<file path="src/rtl/cajero_parametrizado_pkg.sv">
// ---------------------------------------------------------------------------
// cajero_parametrizado_pkg
// Shared definitions for the ATM session controller:
//   - NIBBLE_W : width of one BCD PIN digit
//   - estado_t : one-hot FSM state encoding
// ---------------------------------------------------------------------------
package cajero_parametrizado_pkg;

  localparam int NIBBLE_W = 4;

  typedef enum logic [6:0] {
    ESPERA_TARJETA = 7'b0000001,
    ESPERA_DIGITO  = 7'b0000010,
    VERIFICA       = 7'b0000100,
    ESPERA_MONTO   = 7'b0001000,
    DEPOSITO       = 7'b0010000,
    RETIRO         = 7'b0100000,
    BLOQUEADO      = 7'b1000000
  } estado_t;

endpackage

</file>
<file path="src/rtl/cajero_temporizador.sv">
// ---------------------------------------------------------------------------
// cajero_temporizador
// Inactivity timer for the ATM session controller.
// Ports:
//   CLK    in  clock, rising edge
//   RESET  in  asynchronous active-low reset
//   en     in  count while high; counter is held at zero while low
//   clr    in  restart the idle count (any user strobe)
//   expira out one-cycle pulse on the TIMEOUT_CICLOS-th consecutive idle cycle
// ---------------------------------------------------------------------------
module cajero_temporizador #(
  parameter int TIMEOUT_CICLOS = 1024
) (
  input  logic CLK,
  input  logic RESET,
  input  logic en,
  input  logic clr,
  output logic expira
);

  localparam int CW = $clog2(TIMEOUT_CICLOS + 1);

  logic [CW-1:0] cnt;

  // Holding the count at zero while disabled means every entry into a
  // counting state starts from a clean count without an explicit entry flag.
  assign expira = en && !clr && (cnt == CW'(TIMEOUT_CICLOS - 1));

  always_ff @(posedge CLK or negedge RESET) begin
    if (!RESET) begin
      cnt <= '0;
    end else if (!en || clr || expira) begin
      cnt <= '0;
    end else begin
      cnt <= cnt + 1'b1;
    end
  end

endmodule

</file>
<file path="src/rtl/cajero_parametrizado.sv">
// ---------------------------------------------------------------------------
// cajero_parametrizado
// ATM session controller: card detect, PIN entry/verification with attempt
// lock, multi-transaction sessions with deposit/withdrawal, per-session
// withdrawal limit, inactivity timeout, user cancel and balance saturation.
// Ports:
//   CLK, RESET (async active-low)
//   TARJETA_RECIBIDA      card present (level)
//   DIGITO_STB / DIGITO   keypad digit strobe and BCD value (10..15 ignored)
//   PIN                   stored PIN, first digit in the MS nibble
//   MONTO_STB / TIPO_TRANS / MONTO  transaction request (1 = withdrawal)
//   CANCELAR              end session
//   BALANCE_ACTUALIZADO, ENTREGAR_DINERO, FONDOS_INSUFICIENTES,
//   LIMITE_EXCEDIDO, PIN_INCORRECTO, TIEMPO_AGOTADO   1-cycle pulses
//   ADVERTENCIA, BLOQUEO  levels
//   BALANCE               current balance (registered)
// ---------------------------------------------------------------------------
module cajero_parametrizado
  import cajero_parametrizado_pkg::*;
#(
  parameter int                   N_DIGITOS       = 4,
  parameter int                   MAX_INTENTOS    = 3,
  parameter int                   MONTO_W         = 32,
  parameter int                   BALANCE_W       = 64,
  parameter logic [BALANCE_W-1:0] BALANCE_INICIAL = 'h1000000,
  parameter logic [BALANCE_W:0]   LIMITE_RETIRO   = 'h10000,
  parameter int                   TIMEOUT_CICLOS  = 1024
) (
  input  logic                         CLK,
  input  logic                         RESET,
  input  logic                         TARJETA_RECIBIDA,
  input  logic                         DIGITO_STB,
  input  logic [3:0]                   DIGITO,
  input  logic [NIBBLE_W*N_DIGITOS-1:0] PIN,
  input  logic                         MONTO_STB,
  input  logic                         TIPO_TRANS,
  input  logic [MONTO_W-1:0]           MONTO,
  input  logic                         CANCELAR,
  output logic                         BALANCE_ACTUALIZADO,
  output logic                         ENTREGAR_DINERO,
  output logic                         FONDOS_INSUFICIENTES,
  output logic                         LIMITE_EXCEDIDO,
  output logic                         PIN_INCORRECTO,
  output logic                         ADVERTENCIA,
  output logic                         BLOQUEO,
  output logic                         TIEMPO_AGOTADO,
  output logic [BALANCE_W-1:0]         BALANCE
);

  localparam int PIN_W = NIBBLE_W * N_DIGITOS;
  localparam int CNT_W = $clog2(N_DIGITOS + 1);
  localparam int INT_W = $clog2(MAX_INTENTOS + 1);

  function automatic logic [BALANCE_W-1:0] sat_add(input logic [BALANCE_W-1:0] a,
                                                  input logic [BALANCE_W-1:0] b);
    logic [BALANCE_W:0] s;
    s = {1'b0, a} + {1'b0, b};
    return s[BALANCE_W] ? {BALANCE_W{1'b1}} : s[BALANCE_W-1:0];
  endfunction

  estado_t            estado;
  logic [PIN_W-1:0]   pin_comp;
  logic [CNT_W-1:0]   cuenta;
  logic [INT_W-1:0]   intentos;
  logic [MONTO_W-1:0] monto_r;
  logic [BALANCE_W:0] retirado;

  logic [BALANCE_W-1:0] monto_ext;
  logic [BALANCE_W:0]   retirado_sig;
  logic [INT_W-1:0]     intentos_sig;
  logic                 digito_ok;
  logic                 ultimo_digito;
  logic                 t_en;
  logic                 t_clr;
  logic                 expira;

  assign monto_ext     = BALANCE_W'(monto_r);
  assign retirado_sig  = retirado + {1'b0, monto_ext};
  assign intentos_sig  = intentos + 1'b1;
  assign digito_ok     = DIGITO_STB && (DIGITO <= 4'd9);
  assign ultimo_digito = (cuenta == CNT_W'(N_DIGITOS - 1));
  assign t_en          = (estado == ESPERA_DIGITO) || (estado == ESPERA_MONTO);
  assign t_clr         = DIGITO_STB || MONTO_STB;

  cajero_temporizador #(
    .TIMEOUT_CICLOS(TIMEOUT_CICLOS)
  ) u_temporizador (
    .CLK   (CLK),
    .RESET (RESET),
    .en    (t_en),
    .clr   (t_clr),
    .expira(expira)
  );

  // Amount register carries no reset; it is always written before use.
  always_ff @(posedge CLK) begin
    if ((estado == ESPERA_MONTO) && MONTO_STB) begin
      monto_r <= MONTO;
    end
  end

  always_ff @(posedge CLK or negedge RESET) begin
    if (!RESET) begin
      estado               <= ESPERA_TARJETA;
      pin_comp             <= '0;
      cuenta               <= '0;
      intentos             <= '0;
      retirado             <= '0;
      BALANCE              <= BALANCE_INICIAL;
      BALANCE_ACTUALIZADO  <= 1'b0;
      ENTREGAR_DINERO      <= 1'b0;
      FONDOS_INSUFICIENTES <= 1'b0;
      LIMITE_EXCEDIDO      <= 1'b0;
      PIN_INCORRECTO       <= 1'b0;
      ADVERTENCIA          <= 1'b0;
      BLOQUEO              <= 1'b0;
      TIEMPO_AGOTADO       <= 1'b0;
    end else begin
      BALANCE_ACTUALIZADO  <= 1'b0;
      ENTREGAR_DINERO      <= 1'b0;
      FONDOS_INSUFICIENTES <= 1'b0;
      LIMITE_EXCEDIDO      <= 1'b0;
      PIN_INCORRECTO       <= 1'b0;
      TIEMPO_AGOTADO       <= 1'b0;
      unique case (estado)
        ESPERA_TARJETA: begin
          pin_comp <= '0;
          cuenta   <= '0;
          retirado <= '0;
          if (TARJETA_RECIBIDA) estado <= ESPERA_DIGITO;
        end
        ESPERA_DIGITO: begin
          if (CANCELAR) begin
            estado <= ESPERA_TARJETA;
          end else if (expira) begin
            TIEMPO_AGOTADO <= 1'b1;
            estado         <= ESPERA_TARJETA;
          end else if (digito_ok) begin
            pin_comp <= PIN_W'({pin_comp, DIGITO});
            if (ultimo_digito) begin
              cuenta <= '0;
              estado <= VERIFICA;
            end else begin
              cuenta <= cuenta + 1'b1;
            end
          end
        end
        VERIFICA: begin
          if (CANCELAR) begin
            estado <= ESPERA_TARJETA;
          end else if (pin_comp == PIN) begin
            intentos    <= '0;
            ADVERTENCIA <= 1'b0;
            estado      <= ESPERA_MONTO;
          end else if (intentos_sig == INT_W'(MAX_INTENTOS)) begin
            intentos    <= intentos_sig;
            BLOQUEO     <= 1'b1;
            ADVERTENCIA <= 1'b1;
            estado      <= BLOQUEADO;
          end else begin
            intentos       <= intentos_sig;
            PIN_INCORRECTO <= 1'b1;
            ADVERTENCIA    <= (intentos_sig == INT_W'(MAX_INTENTOS - 1));
            pin_comp       <= '0;
            cuenta         <= '0;
            estado         <= ESPERA_DIGITO;
          end
        end
        ESPERA_MONTO: begin
          if (CANCELAR) begin
            estado <= ESPERA_TARJETA;
          end else if (expira) begin
            TIEMPO_AGOTADO <= 1'b1;
            estado         <= ESPERA_TARJETA;
          end else if (MONTO_STB) begin
            estado <= TIPO_TRANS ? RETIRO : DEPOSITO;
          end
        end
        DEPOSITO: begin
          BALANCE             <= sat_add(BALANCE, monto_ext);
          BALANCE_ACTUALIZADO <= 1'b1;
          estado              <= ESPERA_MONTO;
        end
        RETIRO: begin
          if (monto_ext > BALANCE) begin
            FONDOS_INSUFICIENTES <= 1'b1;
          end else if (retirado_sig > LIMITE_RETIRO) begin
            LIMITE_EXCEDIDO <= 1'b1;
          end else begin
            BALANCE             <= BALANCE - monto_ext;
            retirado            <= retirado_sig;
            ENTREGAR_DINERO     <= 1'b1;
            BALANCE_ACTUALIZADO <= 1'b1;
          end
          estado <= ESPERA_MONTO;
        end
        BLOQUEADO: begin
          estado <= BLOQUEADO;
        end
        default: begin
          estado <= ESPERA_TARJETA;
        end
      endcase
    end
  end

endmodule

</file>
<file path="config.mk">
export PLATFORM = sky130hd
export DESIGN_NAME = cajero_parametrizado
export DESIGN_NICKNAME = d
export VERILOG_FILES = /design/src/rtl/cajero_parametrizado_pkg.sv /design/src/rtl/cajero_temporizador.sv /design/src/rtl/cajero_parametrizado.sv
export SDC_FILE = /design/constraint.sdc
export NUM_CORES = 1
export LEC_CHECK = 0
export BUFFER_PORTS_ARGS = -buffer_cell sky130_fd_sc_hd__buf_2
export CAP_MARGIN = 20
export CORE_MARGIN = 4
export CORE_UTILIZATION = 44
export CTS_BUF_LIST = sky130_fd_sc_hd__clkbuf_8 sky130_fd_sc_hd__clkbuf_16
export DETAILED_ROUTE_END_ITERATION = 8
export PLACE_DENSITY = 0.61
export SYNTH_ARGS = -nofsm -noshare
export SYNTH_HDL_FRONTEND = slang
export SYNTH_SLANG_ARGS = --single-unit
</file>
<file path="constraint.sdc">
create_clock -name CLK -period 6.7 [get_ports CLK]
set_input_delay 0.67 -clock CLK [delete_from_list [all_inputs] [get_ports CLK]]
set_output_delay 0.67 -clock CLK [all_outputs]
set_load 0.01 [all_outputs]
</file>
=== Yosys cells after proc, flatten, opt, wreduce, memory -nomap -nowiden ===
Cells that the tools add are included.

* Bitwise logic cells: 2
* Add/sub/neg operators: 6
* $lt $le $gt $ge: 3
* Mux-type cells: 55
* Reduce and logical (&&, ||, !) cells: 21
* Eq/ne operators: 24

{| class="wikitable"
|+ Operators with widths
! cell !! count
|-
| $mux 64 || 3
|-
| $mux 65 || 2
|-
| $pmux 65 s2 || 1
|-
| $pmux 64 s2 || 1
|-
| $mux 16 || 6
|-
| $mux 7 || 11
|-
| $add 64x32->65 || 1
|-
| $add 65x32->65 || 1
|-
| $gt 65x17->1 const B || 1
|-
| $gt 32x64->1 || 1
|-
| $sub 64x32->64 || 1
|-
| $pmux 16 s3 || 1
|-
| $pmux 7 s6 || 1
|-
| $mux 3 || 7
|-
| $ne 2x2->1 const B || 9
|-
| $mux 1 || 17
|-
| $eq 16x16->1 || 1
|-
| $ne 4x3->1 const B || 3
|-
| $add 11x1->11 const B || 1
|-
| $eq 11x10->1 const B || 1
|-
| $mux 11 || 1
|-
| $pmux 3 s3 || 1
|-
| $reduce_and 4->1 || 2
|-
| $eq 7x1->1 const B || 1
|-
| 24 further kinds || 36
|}

* Word-level logic and storage cells: 127
* Input port bits: 59
* Output and inout bits: 72
* Flip-flop bits (word level): 208

=== Depth between registers and ports, before layout ===
* Depth in word-level cells: 7
* Depth in mapped cells: 19
* Mapped depth without buffers: 16

=== Cells and area by module ===
Synthesis repeated with hierarchy kept, for this count alone.

* Cell total of the unflattened synthesis: 2,111
* Area total of the unflattened synthesis: 16,856.2 µm²

{| class="wikitable"
|+ Modules (own cells, without submodules)
! module !! area each (µm²) !! seq. area each (µm²) !! times used !! cells an instance
|-
| cajero_parametrizado || 16,301.9 || 5,067.4 || 1 || 2,059
|-
| cajero_temporizador || 554.3 || 275.3 || 1 || 52
|}

=== Worst setup path after synthesis ===
OpenSTA, ideal clock, no wires.

* Kind: register to register
* From: reg monto_r[0]
* To: reg retirado[15]
* Path buffers: 2
* Library setup time: 0.118 ns
* Slack: 2.316 ns
* Cell stages (with the launch flop): 17
* Period minus slack after synthesis: 4.384 ns
* Data arrival time: 4.266 ns
* Required time: 6.582 ns
* Path through: edfxtp_1 > ha_1 > fa_1 > a211oi_1 > o211ai_1 > a31oi_2 > xor2_1 > nand4_1 > o41ai_1 > nand2_1 > or4_1 > or4_1 > nand4bb_1 > buf_2 > buf_6 > and3_1 > a21o_1

* Word-level cells in the longest chain between the ends: 4
* Elaborated cells between the ends (all ways): 9
* Those cells by class: 1 x add/sub; 2 x order compare; 2 x eq/ne; 3 x mux; 1 x reduce/logical

{| class="wikitable"
|+ Ends and longest elaborated chain
! element !! line !! text
|-
| start, declared || cajero_parametrizado.sv:65 || <nowiki>logic [MONTO_W-1:0] monto_r;</nowiki>
|-
| start signal, assigned || cajero_parametrizado.sv:98 || <nowiki>monto_r <= MONTO;</nowiki>
|-
| $add 65x32->65 || cajero_parametrizado.sv:78 || <nowiki>assign retirado_sig = retirado + {1'b0, monto_ext};</nowiki>
|-
| $gt 65x17->1 or $mux 65 (tied branches) || cajero_parametrizado.sv:187 || <nowiki>end else if (retirado_sig > LIMITE_RETIRO) begin</nowiki>
|-
| $ne 2x2->1 (no line) or $mux 65 (tied branches) || n/a ||
|-
| $reduce_and 3->1 (no line) or $pmux 65 s2 (tied branches) || n/a ||
|-
| end signal, assigned || cajero_parametrizado.sv:191 || <nowiki>retirado <= retirado_sig;</nowiki>
|-
| end, declared || cajero_parametrizado.sv:66 || <nowiki>logic [BALANCE_W:0] retirado;</nowiki>
|}

Several ways; a longest one is shown, not always the timed one. The select of a mux whose other input is x is not followed.
A chain may end at the register's enable or synchronous reset.

=== Final worst setup path ===
* From: reg monto_r[6]
* To: reg BALANCE[58]

* Word-level cells in the longest chain between the ends: 4
* Elaborated cells between the ends (all ways): 12
* Those cells by class: 3 x add/sub; 2 x order compare; 2 x eq/ne; 4 x mux; 1 x reduce/logical

{| class="wikitable"
|+ Ends and longest elaborated chain
! element !! line !! text
|-
| $add 65x32->65 or $sub 64x32->64 (tied branches) || cajero_parametrizado.sv:78, cajero_parametrizado.sv:190 ||
|-
| $gt 65x17->1 or $mux 64 (tied branches) || cajero_parametrizado.sv:187 ||
|-
| $ne 2x2->1 (no line) or $mux 64 (tied branches) || n/a ||
|-
| $reduce_and 3->1 (no line) or $pmux 64 s2 (tied branches) || n/a ||
|-
| end signal, assigned || cajero_parametrizado.sv:180 || <nowiki>BALANCE <= sat_add(BALANCE, monto_ext);</nowiki>
|-
| end signal, assigned || cajero_parametrizado.sv:190 || <nowiki>BALANCE <= BALANCE - monto_ext;</nowiki>
|-
| end, declared || cajero_parametrizado.sv:47 || <nowiki>output logic [BALANCE_W-1:0] BALANCE</nowiki>
|}

Several ways; a longest one is shown, not always the timed one. The select of a mux whose other input is x is not followed.

==> impl_metrics.json <==
{
  "status": "finished, final reports clean",
  "placed_cell_area_mm2": 0.0179,
  "setup_viol": 0,
  "port_buffers": 130,
  "fillers": 3723,
  "worstMarginPinSlew_ns": 1.11,
  "drt_iter0_markers": 1873,
  "htreeDepth": 1,
  "yosys_warnings": 0,
  "avgViaCountPerCell": 6.37,
  "synth_common_cells": "nand2_1, nor2_1, a21oi_1, dfrtp_1, o21ai_0",
  "syn_inst": 2143,
  "grt_pass1_vias": 16611,
  "clk_path_buf_depth": 3,
  "post-route-min-period_ns": 5.50,
  "hold_violations": 0,
  "ir_drop_mv": 0.166,
  "rsz0062_at_grt": "no",
  "netlist_area_mm2": 0.0170,
  "drt_wl_total_um": 61200,
  "clk_pin_slew_worst_paths_ns": 0.06,
  "finalCritPeriodShare": 0.820,
  "synthFlopType": "dfrtp_1",
  "synth_edf_count": 32,
  "layout-drive-gt1-share": 0.108,
  "gp_congestion": 0.992,
  "max_freq_mhz": 182,
  "worst_path_max_delay_cell": "a211oi_1",
  "met1_usage": 0.375,
  "synth.top_cell.area_share": 0.255,
  "cts_tree": "done",
  "dr.pass1.iters": 6,
  "leakage_nw": 8.37,
  "n_antenna_cell": 0,
  "core_area_mm2": 0.0378,
  "drc": 0,
  "synth-seq-cells": 207,
  "top_usage_layer": "met2",
  "setup_tns_ns": 0,
  "area_growth_pct": 11.2,
  "grt_first_pass_wirelength_um": 94500,
  "start_util": 0.448,
  "cp_cell_sequence": "ha_1 -> a21oi_1 -> o21ai_0 -> a22o_1 -> a211oi_1 -> mux2i_1 -> o41ai_1 -> nor4_1 -> nand4_1 -> nor4_1 -> a21oi_4 -> inv_2 -> buf_12 -> nand2_1 -> a22o_1",
  "ys_seq_area_frac": 0.315,
  "cp-start-kind": "register",
  "cts_made_buffers": 26,
  "postCtsHoldBufs": 0,
  "grtUsageTotal": 0.281,
  "clock-sinks": 207,
  "cpPeakStageDelay_ns": 0.70,
  "wl_per_cell_um": 22.6,
  "drv_slew": 0,
  "final_cells": 2714,
  "dp.cells": 2666,
  "power_density_mw_per_mm2": 169,
  "synth_area_leaders": "dfrtp_1, ha_1, edfxtp_1, a21oi_1, o21ai_0",
  "crit_fanout": 31,
  "hold_path_class": "in -> async",
  "hpwl_um": 45600,
  "ant_nets": 0,
  "synth_area_per_cell_um2": 7.91,
  "maxSlewHeadroom": 0.251,
  "yosysMostFrequentCell": "nand2_1",
  "max_cap_viol_count": 0,
  "fin_nets": 2344,
  "grt_start_max_net_pins": 108,
  "num_vias": 17280,
  "overflow": 0,
  "final_area_mm2": 0.0188,
  "antenna_found_initial": 1,
  "use_met2": 0.471,
  "postCtsSetupBuffers": 0,
  "use_met3": 0.0349,
  "synth_top_cell_by_area": "dfrtp_1",
  "rows": 71,
  "cts_resized": 0,
  "root_buffer": "clkbuf_16",
  "ys_types": 90,
  "ys_async_sr_fraction": 0.845,
  "clkLatencyLatePin_ns": 0.56,
  "ioPinCount": 131,
  "crit_path_end_kind": "register",
  "arrival_ns": 5.95,
  "synthesis.nets": 2304,
  "worstPathRequired_ns": 7.15,
  "fp.dieArea_mm2": 0.0417,
  "fin_skew_ns": 0.0189,
  "die_x_um": 204,
  "die_h_um": 204,
  "criticalPathCategory": "reg -> reg"
}
[registers in the layout, summed over array words and instances (netlist names)]
register              count
BLOQUEO                   1
u_temporizador.cnt       11
BALANCE_ACTUALIZADO       1
intentos                  1
FONDOS_INSUFICIENTES      1
monto_r                  32
cuenta                    3
retirado                 65
PIN_INCORRECTO            1
pin_comp                 16
ADVERTENCIA               1
LIMITE_EXCEDIDO           1
TIEMPO_AGOTADO            1
BALANCE                  64
ENTREGAR_DINERO           1
estado                    7
[placed cells by master (no fill, tap or decap), types with 11 or more instances in the layout]
cell type,n
nor4_1,37
or2_2,11
buf_2,129
a21o_1,22
xnor2_1,17
dfrtp_1,173
and2_1,13
nand2b_1,21
buf_4,18
edfxtp_1,32
nand3_1,76
nand2_1,199
or4_1,17
and3_1,71
o21bai_1,29
o21ai_0,152
xor2_1,33
clkbuf_16,27
or3_1,27
nor2b_1,15
o31ai_1,25
nand4_1,68
o211ai_1,25
a211oi_1,14
and4_1,19
a22oi_1,13
nor3_1,65
a21oi_1,172
nor2_1,193
ha_1,99
o21a_1,22
a31oi_1,43
inv_1,97
[power breakdown]
part           switching (mW)  internal [mW]
Sequential             0.0298           1.30
Combinational           0.248         0.0867
Clock                   0.577          0.944
[per-stage QoR]
stage,setup slack [ns],utilization,power [mW],hold WS [ns]
floorplan,2.32,-,1.56,0.374
global placement,1.22,0.473,1.69,0.448
detailed placement,1.27,0.473,1.69,0.456
CTS,1.24,0.498,3.23,0.259
global route,0.779,0.498,3.33,0.265
finish,1.20,0.498,3.19,0.245
[kinds of logic after synthesis]
group | share of synthesized area
AO/OA/AOI/OAI | 0.258
flip-flops | 0.315
XOR/XNOR | 0.0258
AND/OR/NAND/NOR | 0.262
adder cells (fa/ha/maj) | 0.0766
buffers and inverters | 0.0539
multiplexers | 0.00804
[layer usage]
metal | routed length (um) | vias up
li1 | - | 8117
met1 | 25900 | 8276
met2 | 29000 | 750
met3 | 4180 | 137
met4 | 2130 | 0
met5 | 0 | -
[cell type report]
type	instances	area (um2)	share of cell area
flip-flops and latches	207	5340	0.283
multi-input cells	1704	10700	0.570
clock inverters	19	229	0.0121
clock buffers	29	703	0.0373
repair buffers	151	850	0.0451
inverters	93	349	0.0185
well taps	511	639	0.0339
[critical path, delay by kind of cell (launching register included)]
| family | cells | cell delay [ns] |
|---|---|---|
| muxes | 1 | 0.49 |
| DFF | 1 | 0.44 |
| buffers and inverters | 2 | 0.72 |
| adders and majority gates | 1 | 0.40 |
| and+or+nand+nor | 4 | 1.21 |
| AOI/OAI and AO/OA | 7 | 2.08 |
[worst paths after layout]
kind | from | to | slack (ns) | cells past startpoint
max in group asynchronous | RESET | retirado[33]$_DFFE_PN0P_ | 5.00 | 2
min in group CLK | MONTO[10] | monto_r[10]$_DFFE_PP_ | 0.28 | 1
worst min register to register | BLOQUEO$_DFFE_PN0P_ | BLOQUEO$_DFFE_PN0P_ | 0.46 | 1
worst max register to register | monto_r[6]$_DFFE_PP_ | BALANCE[58]$_DFFE_PN0P_ | 1.20 | 15
worst min-delay path | RESET | BALANCE[53]$_DFFE_PN0P_ | 0.24 | 1
worst max-delay path | monto_r[6]$_DFFE_PP_ | BALANCE[58]$_DFFE_PN0P_ | 1.20 | 15
(Power assumes the default switching activity.)
